### config.mk
export PLATFORM = sky130hd
export DESIGN_NAME = fw_rule_matcher_flat
export DESIGN_NICKNAME = d
export VERILOG_FILES = /design/src/rtl/fw_rule_matcher_pkg.sv /design/src/rtl/fw_rule_matcher_if.sv /design/src/rtl/fw_rule_matcher_compare.sv /design/src/rtl/fw_rule_matcher.sv /design/src/flat_wrapper.sv
export SDC_FILE = /design/constraint.sdc
export NUM_CORES = 2
export LEC_CHECK = 0
export CAP_MARGIN = 40
export CORE_MARGIN = 1
export CORE_UTILIZATION = 60
export DETAILED_ROUTE_END_ITERATION = 12
export PLACE_DENSITY = 0.79
export SYNTH_ARGS = -nofsm -noshare
export SYNTH_HDL_FRONTEND = slang
export SYNTH_SLANG_ARGS = --single-unit
### constraint.sdc
create_clock -name eth_mii_rx_clk -period 12.9 [get_ports eth_mii_rx_clk]
set_input_delay 3.225 -clock eth_mii_rx_clk [delete_from_list [all_inputs] [get_ports eth_mii_rx_clk]]
set_output_delay 3.225 -clock eth_mii_rx_clk [all_outputs]
set_load 0.005 [all_outputs]
### src/rtl/fw_rule_matcher_pkg.sv
// Shared types for the firewall matcher and the packet dispatcher.
// Header, FIFO entry, tagged verdict and rule layouts.
package fw_pkg;
  localparam int INDEX_W = 4;

  typedef struct packed {
    logic [7:0]  protocol;
    logic [31:0] srcip;
    logic [31:0] dstip;
    logic [15:0] srcport;
    logic [15:0] dstport;
  } header_t;

  typedef struct packed {
    logic               id;
    logic [INDEX_W-1:0] tag;
    header_t            header;
  } fifo_struct_t;

  typedef struct packed {
    logic               id;
    logic [INDEX_W-1:0] tag;
    logic               res;
  } tagged_index_t;

  typedef struct packed {
    logic        valid;
    logic        permit;
    logic        proto_any;
    logic [7:0]  protocol;
    logic [31:0] srcip;
    logic [31:0] src_mask;
    logic [31:0] dstip;
    logic [31:0] dst_mask;
    logic [15:0] dport_lo;
    logic [15:0] dport_hi;
  } fw_rule_t;

  typedef enum logic [1:0] {ST_IDLE, ST_SCAN, ST_RESULT} fw_state_e;
endpackage

### src/rtl/fw_rule_matcher_if.sv
// Header-in / verdict-out / rule-config handshakes of the firewall matcher.
// master = dispatcher/config side, slave = matcher.
interface fw_rule_matcher_if import fw_pkg::*; #(parameter int RULE_W = 3) ();
  logic                in_valid;
  logic                in_ready;
  fifo_struct_t        in_entry;
  logic                out_valid;
  logic                out_ready;
  tagged_index_t       out_result;
  logic                out_hit;
  logic [RULE_W-1:0]   out_rule;
  logic                cfg_we;
  logic [RULE_W-1:0]   cfg_addr;
  fw_rule_t            cfg_rule;
  logic                cfg_ready;

  modport master (
    output in_valid, in_entry, out_ready, cfg_we, cfg_addr, cfg_rule,
    input  in_ready, out_valid, out_result, out_hit, out_rule, cfg_ready
  );
  modport slave (
    input  in_valid, in_entry, out_ready, cfg_we, cfg_addr, cfg_rule,
    output in_ready, out_valid, out_result, out_hit, out_rule, cfg_ready
  );
endinterface

### src/rtl/fw_rule_matcher_compare.sv
// Combinational test of one header against one rule; all terms ANDed.
// An inverted port range (lo > hi) can never satisfy both bounds.
module fw_rule_compare import fw_pkg::*; (
  input  header_t  i_hdr,
  input  fw_rule_t i_rule,
  output logic     o_match
);
  logic w_proto, w_src, w_dst, w_port;
  logic w_unused_srcport;

  assign w_proto = i_rule.proto_any || (i_hdr.protocol == i_rule.protocol);
  assign w_src   = (i_hdr.srcip & i_rule.src_mask) == (i_rule.srcip & i_rule.src_mask);
  assign w_dst   = (i_hdr.dstip & i_rule.dst_mask) == (i_rule.dstip & i_rule.dst_mask);
  assign w_port  = (i_hdr.dstport >= i_rule.dport_lo) && (i_hdr.dstport <= i_rule.dport_hi);
  assign o_match = i_rule.valid && w_proto && w_src && w_dst && w_port;

  assign w_unused_srcport = ^i_hdr.srcport;
endmodule

### src/rtl/fw_rule_matcher.sv
// Firewall classifier: scans the rule table one rule per cycle for each header,
// first valid match decides, otherwise DEFAULT_PERMIT. One entry in flight.
module fw_rule_matcher import fw_pkg::*; #(
  parameter int NUM_RULES      = 8,
  parameter int RULE_W         = $clog2(NUM_RULES),
  parameter bit DEFAULT_PERMIT = 1'b0
) (
  input  logic             eth_mii_rx_clk,
  input  logic             eth_mii_rx_rstn,
  fw_rule_matcher_if.slave bus,
  output logic [15:0]      permit_cnt,
  output logic [15:0]      drop_cnt
);
  fw_state_e     r_state;
  fw_rule_t      r_rules [NUM_RULES];
  fifo_struct_t  r_entry;
  logic [RULE_W-1:0] r_k, r_rule;
  logic          r_in_ready, r_out_valid, r_hit;
  tagged_index_t r_result;
  logic [15:0]   r_permit, r_drop;
  fw_rule_t      w_rule;
  logic          w_match;

  assign w_rule = r_rules[r_k];

  fw_rule_compare u_cmp (.i_hdr(r_entry.header), .i_rule(w_rule), .o_match(w_match));

  // Writes only land in IDLE, so an accept in the same cycle scans the new rule.
  always_ff @(posedge eth_mii_rx_clk or negedge eth_mii_rx_rstn) begin
    if (!eth_mii_rx_rstn) begin
      for (int i = 0; i < NUM_RULES; i++) r_rules[i] <= '0;
    end else if (bus.cfg_we && r_in_ready) begin
      r_rules[bus.cfg_addr] <= bus.cfg_rule;
    end
  end

  always_ff @(posedge eth_mii_rx_clk or negedge eth_mii_rx_rstn) begin
    if (!eth_mii_rx_rstn) begin
      r_state     <= ST_IDLE;
      r_in_ready  <= 1'b1;
      r_out_valid <= 1'b0;
      r_result    <= '0;
      r_hit       <= 1'b0;
      r_rule      <= '0;
      r_k         <= '0;
      r_entry     <= '0;
      r_permit    <= '0;
      r_drop      <= '0;
    end else begin
      case (r_state)
        ST_IDLE: if (bus.in_valid) begin
          r_entry    <= bus.in_entry;
          r_k        <= '0;
          r_in_ready <= 1'b0;
          r_state    <= ST_SCAN;
        end
        ST_SCAN: begin
          if (w_match) begin
            r_result    <= '{id: r_entry.id, tag: r_entry.tag, res: w_rule.permit};
            r_hit       <= 1'b1;
            r_rule      <= r_k;
            r_out_valid <= 1'b1;
            r_state     <= ST_RESULT;
          end else if (r_k == RULE_W'(NUM_RULES - 1)) begin
            r_result    <= '{id: r_entry.id, tag: r_entry.tag, res: DEFAULT_PERMIT};
            r_hit       <= 1'b0;
            r_rule      <= '0;
            r_out_valid <= 1'b1;
            r_state     <= ST_RESULT;
          end else begin
            r_k <= r_k + 1'b1;
          end
        end
        ST_RESULT: if (bus.out_ready) begin
          r_out_valid <= 1'b0;
          r_in_ready  <= 1'b1;
          r_state     <= ST_IDLE;
          if (r_result.res) r_permit <= r_permit + 16'd1;
          else              r_drop   <= r_drop + 16'd1;
        end
        default: r_state <= ST_IDLE;
      endcase
    end
  end

  assign bus.in_ready   = r_in_ready;
  assign bus.cfg_ready  = r_in_ready;
  assign bus.out_valid  = r_out_valid;
  assign bus.out_result = r_result;
  assign bus.out_hit    = r_hit;
  assign bus.out_rule   = r_rule;
  assign permit_cnt     = r_permit;
  assign drop_cnt       = r_drop;
endmodule

### src/flat_wrapper.sv
// flat-port wrapper written by rule: the top's interface ports become plain ports
module fw_rule_matcher_flat import fw_pkg::*;
#(
  parameter int NUM_RULES      = 8,
  parameter int RULE_W         = $clog2(NUM_RULES),
  parameter bit DEFAULT_PERMIT = 1'b0
)
  (eth_mii_rx_clk, eth_mii_rx_rstn, permit_cnt, drop_cnt, bus_in_valid, bus_in_entry, bus_out_ready, bus_cfg_we, bus_cfg_addr, bus_cfg_rule, bus_in_ready, bus_out_valid, bus_out_result, bus_out_hit, bus_out_rule, bus_cfg_ready);
  fw_rule_matcher_if #(.RULE_W(RULE_W)) bus_i ();
  input  logic eth_mii_rx_clk;
  input  logic eth_mii_rx_rstn;
  output logic [15:0] permit_cnt;
  output logic [15:0] drop_cnt;
  input wire logic [$bits(bus_i.in_valid)-1:0] bus_in_valid;
  input wire logic [$bits(bus_i.in_entry)-1:0] bus_in_entry;
  input wire logic [$bits(bus_i.out_ready)-1:0] bus_out_ready;
  input wire logic [$bits(bus_i.cfg_we)-1:0] bus_cfg_we;
  input wire logic [$bits(bus_i.cfg_addr)-1:0] bus_cfg_addr;
  input wire logic [$bits(bus_i.cfg_rule)-1:0] bus_cfg_rule;
  output wire logic [$bits(bus_i.in_ready)-1:0] bus_in_ready;
  output wire logic [$bits(bus_i.out_valid)-1:0] bus_out_valid;
  output wire logic [$bits(bus_i.out_result)-1:0] bus_out_result;
  output wire logic [$bits(bus_i.out_hit)-1:0] bus_out_hit;
  output wire logic [$bits(bus_i.out_rule)-1:0] bus_out_rule;
  output wire logic [$bits(bus_i.cfg_ready)-1:0] bus_cfg_ready;
  assign bus_i.in_valid = bus_in_valid;
  assign bus_i.in_entry = bus_in_entry;
  assign bus_i.out_ready = bus_out_ready;
  assign bus_i.cfg_we = bus_cfg_we;
  assign bus_i.cfg_addr = bus_cfg_addr;
  assign bus_i.cfg_rule = bus_cfg_rule;
  assign bus_in_ready = bus_i.in_ready;
  assign bus_out_valid = bus_i.out_valid;
  assign bus_out_result = bus_i.out_result;
  assign bus_out_hit = bus_i.out_hit;
  assign bus_out_rule = bus_i.out_rule;
  assign bus_cfg_ready = bus_i.cfg_ready;
  fw_rule_matcher #(.NUM_RULES(NUM_RULES), .RULE_W(RULE_W), .DEFAULT_PERMIT(DEFAULT_PERMIT)) u_core (.eth_mii_rx_clk(eth_mii_rx_clk), .eth_mii_rx_rstn(eth_mii_rx_rstn), .bus(bus_i), .permit_cnt(permit_cnt), .drop_cnt(drop_cnt));
endmodule
==> results_dict.tcl <==
set metrics [dict create \
    fin_cells 6519 \
    path_class "register to register" \
    max_slew_margin_pct 23.0 \
    rsz0062_at_grt "false" \
    start_kind "register" \
    rows 123 \
    syn_avg_cell_area_um2 14.7 \
    multi_input_area_um2 28900 \
    seq_area_frac_synth_pct 55.4 \
    r2r_cells 13 \
    tns_ps 0 \
    clk-insertion-delay-late_ps 760 \
    cts.sinks 1510 \
    timing.rr.start "u_core.r_k[1]$_DFFE_PN0P_" \
    setup_viol 0 \
    layout_min_cycle_time_ps 6380 \
    post-route-period-util_pct 49.5 \
    dp_slack_ps 6080 \
    place_inst 6223 \
    critPathArrivalTime_ps 7020 \
    gp_congestion 0.806 \
    synth_area_um2 68200 \
    dr.pass1.iters 6 \
    dr_wl_met3_um 7530 \
    powerDensity_nw_per_um2 169 \
    end_kind "register" \
    drtIter0Drc 2722 \
    cts_tree "done" \
    cts.clk_slew.worst_paths_ps 60 \
    die_w_um 339 \
    leakage_uw 0.0374 \
    netlist_instances 4651 \
    synthArstFlopShare_pct 100 \
    num_vias 40000 \
    maxCapViolCount 0 \
    cts_buffers 159 \
    fillers 7563 \
    min_path_cells 1 \
    port_buffers 316 \
    layout-drive-gt1-share_pct 38.6 \
    grt_pass1_wl_um 256000 \
    cts_resized 0 \
    met1_length_um 70100 \
    status "complete, no violations" \
    synth_edf_count 0 \
    worstMarginPinSlew_ps 1160 \
    synthFlopType "dfrtp_1" \
    wl_met2_um 80500 \
    topRoutingLayerUsed "met5" \
    netlist.area_leader.share_pct 55.4 \
    grt_max_degree 201 \
    fmax_mhz 157 \
    hp-class "register to register" \
    grt_pass1_vias 43300 \
    fp.dieH_um 339 \
    yosys-top-cells-area "dfrtp_1 55%, mux2_2 24%, mux4_2 4.3%, xor2_1 3.7%, mux2i_1 2.4%" \
    cts_root_buffer "clkbuf_16" \
    fin_ws_ps 6520 \
    ys_ff_latch 1510 \
    drcViolationCount 0 \
    yosysTopAreaCell "dfrtp_1" \
    crit_fanout 49 \
    synth.most_common_cell "dfrtp_1" \
    drv_slew 0 \
    postCtsSetupRepairBufs 0 \
    yosys_warnings 0 \
    hpwl_um 100000 \
    r2r_setup_slack_ps 6520 \
    r2r-end "u_core.bus.out_result[3]$_DFFE_PN0P_" \
    antenna_found_initial 35 \
    p_total_uw 13200 \
    wl_um 162000 \
    ys_types 83 \
    post-route-util_pct 69.4 \
    whs_endpoint "u_core.drop_cnt[15]$_DFFE_PN0P_" \
    start_util_pct 60.6 \
    htree_levels 4 \
    die_area_um2 115000 \
    cts_buffer_depth 3 \
    hold_viol 0 \
    fin_skew_ps 20.6 \
    cts_hold_repair.buffers 0 \
    nets 5211 \
    netlist_top_cells_count "1,509 x dfrtp_1, 1,471 x mux2_2, 290 x xor2_1" \
    synth_nets 4978 \
    regArea_um2 37800 \
    coreArea_um2 112000 \
    drtAntennaViolNets 0 \
    peakVddDrop_mv 0.138 \
    grt_usage_pct 28.8 \
    vias_per_cell 6.14 \
    area_growth_pct 14.5 \
    min_from "u_core.drop_cnt[15]$_DFFE_PN0P_" \
    post_drt_wl_per_cell_um 24.9 \
    overflow 0 \
    boundaryPins 333 \
    cp.required_ps 13540 \
]
-- final cells by class --
class	instances	share of cell area, %
antenna	12	0.0385
clock buffer	244	6.22
clock inverter	40	0.553
inverter	30	0.144
multi-input combinational	2811	37.1
sequential	1510	48.4
tap	1500	2.41
timing repair buffer	372	5.10
-- flip-flops by register name (all words and copies together), names as in the netlist --
name and flops:
u_core.r_rules 1368, u_core.r_entry 93, u_core.drop_cnt 16, u_core.permit_cnt 16, u_core.bus.out_result 6, u_core.bus.out_rule 3
u_core.r_k 3, u_core.r_state 2, u_core.bus.cfg_ready 1, u_core.bus.out_hit 1, u_core.bus.out_valid 1
-- worst max-delay path, stage by stage, from the launching register on --
cell and delay, ps:
dfrtp_4 650, buf_4 650, buf_4 740, inv_2 470, buf_4 440, a31oi_1 230
o221ai_1 150, o22a_1 240, a2111oi_0 520, a22oi_1 330, a21oi_2 420, a41o_1 480
and2_1 420, mux2_1 360
-- logic make-up (layout without fill, tap and decap cells) --
logic type      count (synthesis)  after routing  synth area share (%)
mux                          1773           1773                  31.2
flops                        1510           1510                  55.4
compound gates                338            338                  3.63
xor+xnor                      338            338                  4.34
buf+inv                       330            686                  2.20
simple gates                  323            323                  2.45
fa+ha+maj                      39             39                 0.716
other cells                     0             12                     0
-- report_power, final --
part / switching, uW / internal (uW)
clock: 1860 / 2730
combinational: 1430 / 1310
sequential: 622 / 5230
total: 3910 / 9260
-- cells in the final DEF, fill, tap and decap left out, drive strengths merged, types with 22 or more instances in the layout --
cell           count
clkdlybuf4s50    315
ha                39
o22ai             22
o21ai             45
mux2            1477
mux4             134
a21oi             41
xnor2             48
buf               57
clkbuf           244
nand2             93
xor2             290
nor2              45
a22oi             55
a221oi            36
mux2i            162
dfrtp           1509
nand3             59
clkinv            27
nand4             23
inv               34
-- metal layers --
metal,vias to the layer above,track usage (%)
li1,17500,-
met1,21400,39.5
met2,840,47.1
met3,266,4.90
met4,32,9.10
met5,-,0
-- metrics by stage --
stage / area (um2) / hold slack (ps)
after global routing: 78000 / 503
after floorplan: 68200 / 459
after CTS: 78000 / 479
final: 78000 / 480
after detailed placement: 72700 / 471
after global placement: 72400 / 463
-- how the worst max path moves through the flow --
stage / from / endpoint / slack, ps / cells after the start
after global placement: bus_cfg_addr[0] / u_core.r_rules[996]$_DFFE_PN0P_ / 5560 / 6
after global routing: u_core.r_k[1]$_DFFE_PN0P_ / u_core.bus.out_result[1]$_DFFE_PN0P_ / 6330 / 13
after floorplan: bus_cfg_addr[0] / u_core.r_rules[171]$_DFFE_PN0P_ / 7980 / 5
final: u_core.r_k[1]$_DFFE_PN0P_ / u_core.bus.out_result[3]$_DFFE_PN0P_ / 6520 / 13
after CTS: u_core.r_k[1]$_DFFE_PN0P_ / u_core.bus.out_result[3]$_DFFE_PN0P_ / 6480 / 13
after detailed placement: bus_cfg_addr[0] / u_core.r_rules[891]$_DFFE_PN0P_ / 6080 / 8
(Power assumes the default switching activity.)
